### src/rtl/fifo_rd_stream.sv
// Read-side consumer for the async FIFO: pops words while buffer space is reserved,
// captures them FIFO_RD_LAT cycles later and replays them on a valid/ready stream.
module fifo_rd_stream #(
    parameter int unsigned DATA_LEN    = 32,
    parameter int unsigned FIFO_RD_LAT = 1,
    parameter int unsigned CNT_LEN     = 16
) (
    input  logic                clk,
    input  logic                rst,
    input  logic                fifo_empty_i,
    input  logic [DATA_LEN-1:0] fifo_rdata_i,
    output logic                fifo_ren_o,
    output logic                m_valid_o,
    output logic [DATA_LEN-1:0] m_data_o,
    input  logic                m_ready_i,
    output logic [CNT_LEN-1:0]  rd_count_o
);

    localparam int unsigned OCC_W = 2;
    localparam int unsigned DEPTH = 2;

    logic [OCC_W-1:0]    occ_q, occ_d;
    logic                head_q, head_d;
    logic                tail_q, tail_d;
    logic [DATA_LEN-1:0] buf_q [DEPTH];
    logic [DATA_LEN-1:0] buf_d [DEPTH];
    logic                valid_q, valid_d;
    logic [DATA_LEN-1:0] data_q, data_d;
    logic [CNT_LEN-1:0]  cnt_q, cnt_d;

    logic                infl_c;
    logic                capture_c;
    logic                pop_c;
    logic                ren_c;
    logic [OCC_W-1:0]    level_c;

    // Capture timing: same cycle as the read, or one cycle later via a 1-bit pipe.
    generate
        if (FIFO_RD_LAT == 0) begin : g_lat0
            assign infl_c    = 1'b0;
            assign capture_c = ren_c;
        end else begin : g_lat1
            logic pipe_q, pipe_d;

            always_comb begin
                pipe_d = ren_c;
            end

            always_ff @(posedge clk or posedge rst) begin
                if (rst) begin
                    pipe_q <= 1'b0;
                end else begin
                    pipe_q <= pipe_d;
                end
            end

            assign infl_c    = pipe_q;
            assign capture_c = pipe_q;
        end
    endgenerate

    // Read only when a buffer slot is reserved for the word, counting the pop about to free one.
    always_comb begin
        level_c = occ_q + OCC_W'(infl_c);
        pop_c   = valid_q & m_ready_i;
        ren_c   = ~rst & ~fifo_empty_i &
                  ((level_c < 2'd2) | (pop_c & (level_c == 2'd2)));
    end

    always_comb begin
        occ_d  = occ_q;
        head_d = head_q;
        tail_d = tail_q;
        buf_d  = buf_q;
        cnt_d  = cnt_q;

        if (capture_c) begin
            buf_d[tail_q] = fifo_rdata_i;
            tail_d        = ~tail_q;
        end

        if (pop_c) begin
            head_d = ~head_q;
            cnt_d  = cnt_q + CNT_LEN'(1);
        end

        case ({capture_c, pop_c})
            2'b10:   occ_d = occ_q + 2'd1;
            2'b01:   occ_d = occ_q - 2'd1;
            default: occ_d = occ_q;
        endcase

        // Present the post-update head so outputs stay purely registered.
        valid_d = (occ_d != 2'd0);
        data_d  = buf_d[head_d];
    end

    always_ff @(posedge clk or posedge rst) begin
        if (rst) begin
            occ_q    <= '0;
            head_q   <= 1'b0;
            tail_q   <= 1'b0;
            buf_q[0] <= '0;
            buf_q[1] <= '0;
            valid_q  <= 1'b0;
            data_q   <= '0;
            cnt_q    <= '0;
        end else begin
            occ_q    <= occ_d;
            head_q   <= head_d;
            tail_q   <= tail_d;
            buf_q[0] <= buf_d[0];
            buf_q[1] <= buf_d[1];
            valid_q  <= valid_d;
            data_q   <= data_d;
            cnt_q    <= cnt_d;
        end
    end

    // Reserved slots can never exceed the buffer depth, and empty must block reads.
    always @(posedge clk) begin
        if (!rst) begin
            assert (level_c <= 2'd2);
            assert (!(ren_c && fifo_empty_i));
        end
    end

    assign fifo_ren_o = ren_c;
    assign m_valid_o  = valid_q;
    assign m_data_o   = data_q;
    assign rd_count_o = cnt_q;

endmodule
### config.mk
export PLATFORM = sky130hd
export DESIGN_NAME = fifo_rd_stream
export DESIGN_NICKNAME = d
export VERILOG_FILES = /design/src/rtl/fifo_rd_stream.sv
export SDC_FILE = /design/constraint.sdc
export NUM_CORES = 1
export LEC_CHECK = 0
export ABC_CLOCK_PERIOD_IN_PS = 5900
export CAP_MARGIN = 15
export CORE_UTILIZATION = 50
export DETAILED_ROUTE_END_ITERATION = 10
export PLACE_DENSITY = 0.82
export SETUP_SLACK_MARGIN = 0.4
export SYNTH_ARGS = -nofsm -noshare
export SYNTH_HDL_FRONTEND = slang
export SYNTH_SLANG_ARGS = --single-unit
### constraint.sdc
create_clock -name clk -period 5.9 [get_ports clk]
set_clock_uncertainty 0.2 [all_clocks]
set_input_delay 1.475 -clock clk [delete_from_list [all_inputs] [get_ports clk]]
set_output_delay 1.475 -clock clk [all_outputs]
set_load 0.02 [all_outputs]
* Word-level counts from Yosys, hierarchy flattened
Cells that the tools add are included.
** Word-level totals
- Flip-flop bits (word level) :: 118
- Input bits :: 36
** Cells by class
- Add/sub/neg operators :: 4
- Order comparisons :: 4
- Equality and inequality tests :: 3
- Muxes and demuxes :: 9
- Bitwise logic cells :: 11
- Reductions and logical operators :: 2
** Operator list (count)
- $mux 32 :: 4
- $bwmux 64 :: 1
- $mux 64 :: 1
- $demux 32 s1 :: 1
- $add 16x1->16 const B :: 1
- $and 1x1->1 :: 4
- $eq 2x2->1 const B :: 2
- $ge 2x2->1 const B :: 2
- $not 1->1 :: 4
- $not 1->2 :: 2
- $pmux 2 s2 :: 1
- $add 2x1->2 :: 1
- $add 2x1->2 const B :: 1
- $eq 2x1->1 const B :: 1
- $lt 2x1->1 const B :: 1
- $lt 2x2->1 const B :: 1
- $reduce_bool 2->1 :: 1
- $sub 2x1->2 const B :: 1
- $logic_and 1x1->1 :: 1
- $mux 1 :: 1
- $or 1x1->1 :: 1

* Depth between registers and ports, before layout
- Depth after elaboration :: 10
- Mapped depth :: 7
- Depth with buffers taken out :: 7

* Worst setup path before layout
No wires, ideal clock.
- Kind :: input port to output port
- From :: in m_ready_i
- To :: out fifo_ren_o
- Arrival :: 2.180 ns
- Data required time :: 4.225 ns
- Path slack :: 2.045 ns
- Cell stages on the path :: 4
- Path through :: nand2_2 -> nor2_1 -> nor2_1 -> nor3_1
** On the way
- Word-level cells in the longest chain between the ends :: 4
** RTL lines
- from (decl) :: RTL line 15 : input logic m_ready_i,
- $and 1x1->1 :: RTL line 65 : pop_c = valid_q & m_ready_i;
- $and 1x1->1 :: RTL line 67 : ((level_c < 2'd2) | (pop_c & (level_c == 2'd2)));
- $or 1x1->1 :: RTL line 67
- $and 1x1->1 :: RTL line 66 : ren_c = ~rst & ~fifo_empty_i &
- to (decl) :: RTL line 12 : output logic fifo_ren_o,
No other way between the ends.

* Worst setup path after layout
Ends and elaborated chain as after synthesis.

==> metrics.yaml <==
via_per_inst: 5.10
core-area_um2: 9770
finalCritPeriodShare_pct: 80.4
n_fill_cell: 704
max_stage_delay_ns: 0.65
maxCapViolations: 0
crit_path_end_kind: "output pin"
netlist_area_um2: 5050
power_density_nw_per_um2: 617
die_area_um2: 10500
start_kind: "primary input"
required_ns: 4.22
clock-root-buffer: "clkbuf_8"
layout.nets: 456
grt_pass1_vias: 3034
ys_types: 25
layoutNonFillerInstCount: 562
synth.top_cell.area_share_pct: 58.5
numClockSinks: 118
antenna_found_initial: 0
finalSetupViolations: 0
cts_buffers: 17
place.gp.congestion: 0.721
place_ws_ns: 1.13
syn_nets: 362
diodes: 0
track_usage_pct: 19.5
vias: 2868
synth_cells: 323
placed_cells: 531
post_cts_buffers: 0
clk_latency_ns: 0.51
worst-setup-path-type: "in2out"
drive_above_1_share_pct: 39.6
drt_iter0_markers: 43
ioPinCount: 86
cts_hold_buffers: 0
synth_area_leader_cell: "dfrtp_1"
wl_mm: 8.94
synth-seq-area-share_pct: 58.5
synth.area.top_cells: "dfrtp_1 (58%), mux2_2 (22%), mux2_4 (8.9%), xnor2_1 (2.6%), xor2_1 (0.87%)"
status: "finished, final reports clean"
drc: 0
arrival_ns: 3.07
ctsResizeCount: 0
p_leak_uw: 0.00285
grt_pass1_wl_mm: 15.0
htree_levels: 4
syn_to_final_growth_pct: 32.1
initial_core_util_pct: 51.7
slew_violations: 0
worst_pin_slew_ns: 0.928
max_freq_ghz: 0.211
io_buffer_count: 85
cp_max_fo: 3
finalCriticalPeriod_ns: 4.75
async_flop_share_pct: 100
relSlewSlack_pct: 38.1
setup_tns_ns: 0
clk_pin_slew_ns: 0.05
dp_hpwl_mm: 5.57
overflow: 0
ir_drop_v: 0.000258
cp_slowest_cell: "clkdlybuf4s50_1"
path_cells: "clkdlybuf4s50_1 -> nand2_2 -> nor2_1 -> nor2_1 -> nor3_1 -> clkdlybuf4s50_1"
synth_edf_count: 0
die_y_um: 103
synthFlopType: "dfrtp_1"
avgSynthCellArea_um2: 15.6
grt_max_degree: 54
cts_tree: "yes"
wl_per_cell_um: 15.9
setup_ws_ns: 1.15
firstDrtPassIters: 4
hp-class: "reg2reg"
fp.dieW_um: 103
hold_viol: 0
final_antenna_net_count: 0
cts_max_path_buffers: 2
ys_seq_elements: 118
rows: 36
ys_warn_count: 0
rsz0062_at_grt: "false"
[report_power, final]
group,total (uW),internal [uW],leakage (uW),switching [uW]
combinational,1630,1000,0.00114,622
clock,1090,757,0.000311,336
sequential,1400,1200,0.00140,193
[cells in the mapped netlist (4+ instances only)]
cell type,count
buf_2,6
mux2_2,99
inv_1,4
nand2_1,7
dfrtp_1,118
mux2_4,30
xor2_1,5
xnor2_1,15
clkbuf_1,5
nor2_1,6
nand3_1,5
[registers in the layout, indices dropped and copies added (netlist names)]
name / cells
occ_q: 2
tail_q: 1
m_data_o: 32
buf_q: 64
m_valid_o: 1
head_q: 1
rd_count_o: 16
capture_c: 1
[logic make-up (layout without fill, tap and decap cells)]
group / count (synthesis) / after routing / share of synthesized area (%)
XOR/XNOR: 21 / 21 / 4.01
AND/OR/NAND/NOR: 32 / 32 / 3.30
flip-flops: 118 / 118 / 58.5
adder cells (fa/ha/maj): 3 / 3 / 0.743
multiplexers: 130 / 130 / 31.4
buffers and inverters: 19 / 125 / 2.06
[worst paths after layout]
path	start	to	slack (ns)	cells after the start
setup / recovery	m_ready_i	fifo_ren_o	1.15	6
hold / removal	rd_count_o[13]	rd_count_o[13]	0.29	1
setup reg to reg	tail_q	m_data_o[31]	3.13	4
hold reg to reg	rd_count_o[13]	rd_count_o[13]	0.29	1
max in group asynchronous	rst	m_data_o[12]	3.41	3
min in group asynchronous	rst	rd_count_o[0]	1.13	2
[cell usage in the layout, fill, tap and decap left out]
cell / n
and2_1: 1
and3_1: 1
and4_1: 3
buf_12: 1
buf_4: 3
bufinv_16: 5
clkbuf_1: 2
clkbuf_16: 16
clkbuf_8: 4
clkdlybuf4s50_1: 85
clkinv_2: 3
clkinvlp_4: 1
dfrtp_1: 118
ha_1: 3
inv_1: 3
inv_4: 2
mux2_2: 99
mux2_4: 30
mux2i_4: 1
nand2_1: 6
nand2_2: 2
nand2b_2: 1
nand3_1: 5
nand4_1: 3
nor2_1: 6
nor3_1: 2
nor4_1: 1
or2_2: 1
xnor2_1: 15
xnor2_4: 1
xor2_1: 5
[metrics by stage]
stage	hold WS, ns	power [uW]	utilization (%)	area [um^2]
after floorplan	0.252	2550	-	5050
after detailed placement	0.287	3040	61.8	6040
after global routing	0.305	4350	68.3	6670
after global placement	0.260	2980	61.8	6040
after CTS	0.297	4170	68.3	6670
final	0.290	4120	68.3	6670
[routing by layer]
metal / up-vias / part of all wire, % / track usage (%)
met1: 1455 / 42 / 23.5
met2: 72 / 51 / 32.2
met5: - / 0 / 0
met3: 9 / 5.2 / 6.85
met4: 0 / 1.2 / 7.58
li1: 1332 / - / -
[worst max-delay path, delay by kind of cell]
| kind | cells | cell delay (ns) |
|---|---|---|
| and+or+nand+nor | 4 | 0.44 |
| buffers and inverters | 2 | 1.15 |
[final cells by class]
class / instances / area, um^2 / area share [%]
Inverter: 5 / 23.8 / 0.356
Clock buffer: 22 / 463 / 6.94
Multi-Input combinational cell: 186 / 2000 / 30.0
Sequential cell: 118 / 2950 / 44.3
Tap cell: 133 / 166 / 2.49
Timing Repair Buffer: 89 / 893 / 13.4
Clock inverter: 9 / 173 / 2.59
Power figures use the tool's default switching activity.
==> patch 1, RTL diff (same flow settings) <==
Change the parameter `CNT_LEN` from 16 to 64.
--- a/src/rtl/fifo_rd_stream.sv
+++ b/src/rtl/fifo_rd_stream.sv
@@ -3,7 +3,7 @@
 module fifo_rd_stream #(
     parameter int unsigned DATA_LEN    = 32,
     parameter int unsigned FIFO_RD_LAT = 1,
-    parameter int unsigned CNT_LEN     = 16
+    parameter int unsigned CNT_LEN     = 64
 ) (
     input  logic                clk,
     input  logic                rst,
Interface: changed (resized rd_count_o); port bits go from 86 to 134. No check against the original RTL was run, so the function may have changed too.
==> patch 1 against the unedited design <==
Setup slack lost 0.31 ns; total power shrank 2.5%; non-clock buffer count grew 47; final area grew 37%; largest cell class unchanged; routed wire length grew 66%; register-to-register slack gained 0.12 ns; sequential cell count grew 48; synthesized area grew 39%; largest power group is now registers.
==> patch 1: results (changes against the unedited design) <==
===========================================================================
Global Route Usage Sum                                                21.8%   +2.3 points
Total leakage power                                              0.00393 uW   +38%
DRT Wirelength                                                     14900 um   +66%
Number of global-route vias before repair                              4779   +58%
Clock latency on the worst-skew pair                                0.43 ns   -0.08 ns
Largest cells by area after synthesis                          dfrtp_1 (59%), mux2_2 (14%), xnor2_1 (4.7%)
IO buf count                                                            133   +56%
Status                                                         finished, final reports clean
Vias per Instance                                                      5.43   +6.3%
Layout filler cell count                                                967   +37%
Maximum number of pins on one net before global-route repair            167   +210%
Placed standard-cell area                                         8570 um^2   +42%
Number of nets in the layout                                            698   +53%
CTS Root Buffer Type                                              clkbuf_16
Post-place setup slack                                             0.818 ns   -0.311 ns
Met3 capacity usage during global routing                             4.58%   -2.3 points
Global-route wire length before repair                             24100 um   +60%
Remaining max-slew budget at the tightest pin                         39.9%   +1.8 points
Number of distinct library cells after synthesis                         37   +48%
Met1 Track Usage GR                                                   28.3%   +4.8 points
Min-delay src                                                  rd_count_o[63]
Endpoint of the lowest-slack register-to-register path         m_data_o[27]
Final weighted congestion in routability-driven placement             0.859   +19%
Maximum vdd drop                                                   0.251 mV   -2.8%
Critical register-to-register path startpoint                     m_valid_o
Setup slack of the worst register-to-register path                  3.25 ns   +0.12 ns
CP Data Arrival Time                                                3.38 ns   +0.31 ns
Share of synthesized area occupied by flip-flops and latches          59.1%   +0.68 points
Path depth of the worst reg2reg path                                      5   +1
===========================================================================
patch 1: how the worst min path moves through the flow:
stage                      to  slack (ns)  cells after the start
6_report       rd_count_o[63]        0.27                      1
5_1_grt              buf_q[5]        0.30                      1
4_1_cts        rd_count_o[63]        0.27                      1
3_5_place_dp   rd_count_o[63]        0.26                      1
3_3_place_gp   rd_count_o[63]        0.26                      1
2_1_floorplan          tail_q        0.25                      1
patch 1: critical path: cells and delay by family:
kind	cells	cell delay, ns
simple gates	4	0.72
buf+inv	2	1.18
patch 1: area by class of cell:
type | instances | share of cell area [%]
multi-input combinational | 331 | 30.6
clock buffer | 23 | 5.23
inverter | 7 | 0.328
clock inverter | 9 | 1.04
tap | 176 | 2.41
sequential | 166 | 45.4
timing repair buffer | 136 | 14.9
patch 1: metal layers:
layer	vias to the layer above	wire [um]	part of all wire [%]
li1	2113	-	-
met1	2340	6430	43
met2	122	7470	50
met3	27	689	4.6
met4	0	292	2.0
met5	-	0	0
patch 1: power breakdown:
part | total [uW] | switching [uW] | leakage (uW) | internal, uW
logic | 1280 | 579 | 0.00160 | 700
clock network | 1060 | 438 | 0.000266 | 617
registers | 1680 | 153 | 0.00206 | 1530
patch 1: logic make-up after synthesis:
logic type / share of synthesized area [%]
buffers and inverters: 1.16
adder cells (fa/ha/maj): 0.534
AND/OR/NAND/NOR: 15.0
XOR/XNOR: 8.60
multiplexers: 15.6
flip-flops: 59.1
patch 1: stage by stage:
stage | total power [uW] | cells | util (%) | hold slack, ns
2_1_floorplan | 2510 | 516 | - | 0.252
3_3_place_gp | 2930 | 816 | 63.7 | 0.259
3_5_place_dp | 3000 | 816 | 63.7 | 0.261
4_1_cts | 4060 | 848 | 68.0 | 0.269
5_1_grt | 4220 | 848 | 68.0 | 0.303
6_report | 4010 | 848 | 68.0 | 0.268
==> patch 2, RTL diff (same settings) <==
Made on the original files. `data_q` no longer has a reset.
--- a/src/rtl/fifo_rd_stream.sv
+++ b/src/rtl/fifo_rd_stream.sv
@@ -103,7 +103,6 @@
             buf_q[0] <= '0;
             buf_q[1] <= '0;
             valid_q  <= 1'b0;
-            data_q   <= '0;
             cnt_q    <= '0;
         end else begin
             occ_q    <= occ_d;
@@ -112,9 +111,12 @@
             buf_q[0] <= buf_d[0];
             buf_q[1] <= buf_d[1];
             valid_q  <= valid_d;
-            data_q   <= data_d;
             cnt_q    <= cnt_d;
         end
+    end
+
+    always_ff @(posedge clk) begin
+        data_q <= data_d;
     end
 
     // Reserved slots can never exceed the buffer depth, and empty must block reads.
Check against the original RTL: differs if rst is asserted again (counterexample within 4 cycles, from zero or initial values and one cycle with rst high); with rst held inactive, the same outputs for 10 cycles.
==> patch 2 against the unedited design <==
Setup slack worse by 0.066 ns; via count is 2.8% lower; sequential cell count unchanged; global-route usage is 0.68 points lower; final area fell by 3.4%; synthesized area decreased by 3.2%; routed wire length shrank 3.6%; total power down 2.7%; count of clock-buffer cells in the layout is the same; register-to-register slack lost 0.12 ns; largest power group unchanged.
==> patch 2: results (changes against the unedited design) <==
==========================================================================================
Status                                                                        finished, final reports clean
Longest Clk Path Bufs                                                                    2   unchanged
Largest register by flop count                                                       buf_q
Number of search-and-repair iterations in the first detailed-routing pass                5   +1
Maximum number of pins on one net before global-route repair                            52   -3.7%
Synth top cells by count                                                      mux2_2 (99), dfrtp_1 (86), dfxtp_1 (32)
Flip-flop count of the largest register after layout                                    64   unchanged
Largest cells by area after synthesis                                         dfrtp_1 (44%), mux2_2 (23%), dfxtp_1 (13%)
CTS Root Buffer Type                                                              clkbuf_8
Number of warnings printed during yosys synthesis                                        0   unchanged
Post-Syn Instances                                                                     323   unchanged
Synthesized net count                                                                  362   unchanged
Global Route Usage Sum                                                               18.8%   -0.68 points
Initial antenna violation count                                                          0   unchanged
DRT Wirelength                                                                     8620 um   -3.6%
Layout filler cell count                                                               674   -4.3%
Count of cells resized by post-cts repair                                                0   unchanged
Crit path max fanout                                                                     3   unchanged
Number of nets in the layout                                                           455   -0.22%
Cts bufs inserted                                                                       17   unchanged
Layout cell share with drive strength beyond 1                                       39.4%   -0.23 points
Share of synthesized area occupied by flip-flops and latches                         57.1%   -1.4 points
Global-route wire length before repair                                            14400 um   -4.1%
Number of H-tree levels                                                                  4   unchanged
Clock edge transition at the registers on the reported setup and hold paths        0.05 ns   about the same
IO buf count                                                                            85   unchanged
Final weighted congestion in routability-driven placement                            0.756   +4.9%
Number of global-route vias before repair                                             2957   -2.5%
Predominant post-synthesis flop cell                                               dfrtp_1
Worst Tran Pin Value                                                              0.975 ns   +0.0470 ns
Crit. Startpoint                                                                 m_ready_i
Postcts setup bufs                                                                       0   unchanged
DP Wirelength                                                                      5280 um   -5.1%
Async SR Flop Fraction                                                               72.9%   -27 points
Maximum vdd drop                                                                  0.330 mV   +28%
Number of distinct library cells after synthesis                                        26   +4.0%
Antenna diode instance count                                                             0   unchanged
CP Data Arrival Time                                                               3.14 ns   +0.07 ns
Min-delay src                                                                 rd_count_o[15]
Clock latency on the worst-skew pair                                               0.49 ns   -0.02 ns
Detailed Route Iter0 Violations                                                         48   +12%
Total leakage power                                                             0.00272 uW   -4.6%
Total via count in the routed design                                                  2787   -2.8%
Hold Crit Class                                                               flip-flop to flip-flop
Critical register-to-register path startpoint                                       tail_q
==========================================================================================
==> patch 2: routing by layer <==
metal | track usage, % | vias up | wire (um)
li1 | - | 1324 | -
met1 | 22.2 | 1393 | 3850
met2 | 33.0 | 65 | 4360
met3 | 5.76 | 5 | 356
met4 | 5.69 | 0 | 49
met5 | 0 | - | 0
==> patch 2: kinds of logic (layout without fill, tap and decap cells) <==
kind of cell  count (synthesis)  after routing  synth area share, %
fa+ha+maj                     3              3                0.768
xor+xnor                     21             21                 4.14
mux                         130            130                 32.5
simple gates                 32             32                 3.40
buf+inv                      19            125                 2.12
flops                       118            118                 57.1
==> patch 2: cell type report <==
type                       instances  area share, %
tap                              129           2.51
sequential                       118           43.3
clock inverter                    10           1.98
multi-input combinational        186           31.0
clock buffer                      22           7.03
inverter                           5          0.350
timing repair buffer              88           13.8
==> patch 2: worst paths after layout <==
path                             endpoint  depth (start not counted)  slack [ns]
max                            fifo_ren_o                          6        1.09
min                        rd_count_o[15]                          1        0.26
max reg2reg                  m_data_o[31]                          4        3.01
min reg2reg                rd_count_o[15]                          1        0.26
max in group asynchronous       buf_q[50]                          3        3.23
min in group asynchronous   rd_count_o[1]                          2        1.29
==> patch 2: metrics by stage <==
step	hold WS [ns]	instance area (um^2)	total power [uW]	worst slack (ns)	instances
finish	0.259	6440	4000	1.09	558
global route	0.286	6440	4230	0.950	558
CTS	0.268	6440	4060	1.05	558
detailed placement	0.257	5860	3030	1.05	526
floorplan	0.252	4890	2550	2.00	323
global placement	0.259	5860	2970	1.17	526
==> patch 2: where the power goes <==
| group | leakage, uW | internal (uW) | switching (uW) |
|---|---|---|---|
| Combinational | 0.00114 | 1000 | 611 |
| Sequential | 0.00129 | 1210 | 188 |
| Clock | 0.000288 | 661 | 335 |
==> patch 2: critical path, cell delays in order <==
cell and delay [ns]:
clkdlybuf4s50_1 0.51, nand2_2 0.10, nor2_1 0.09, nor2_1 0.05, nor3_1 0.24, clkdlybuf4s50_1 0.66
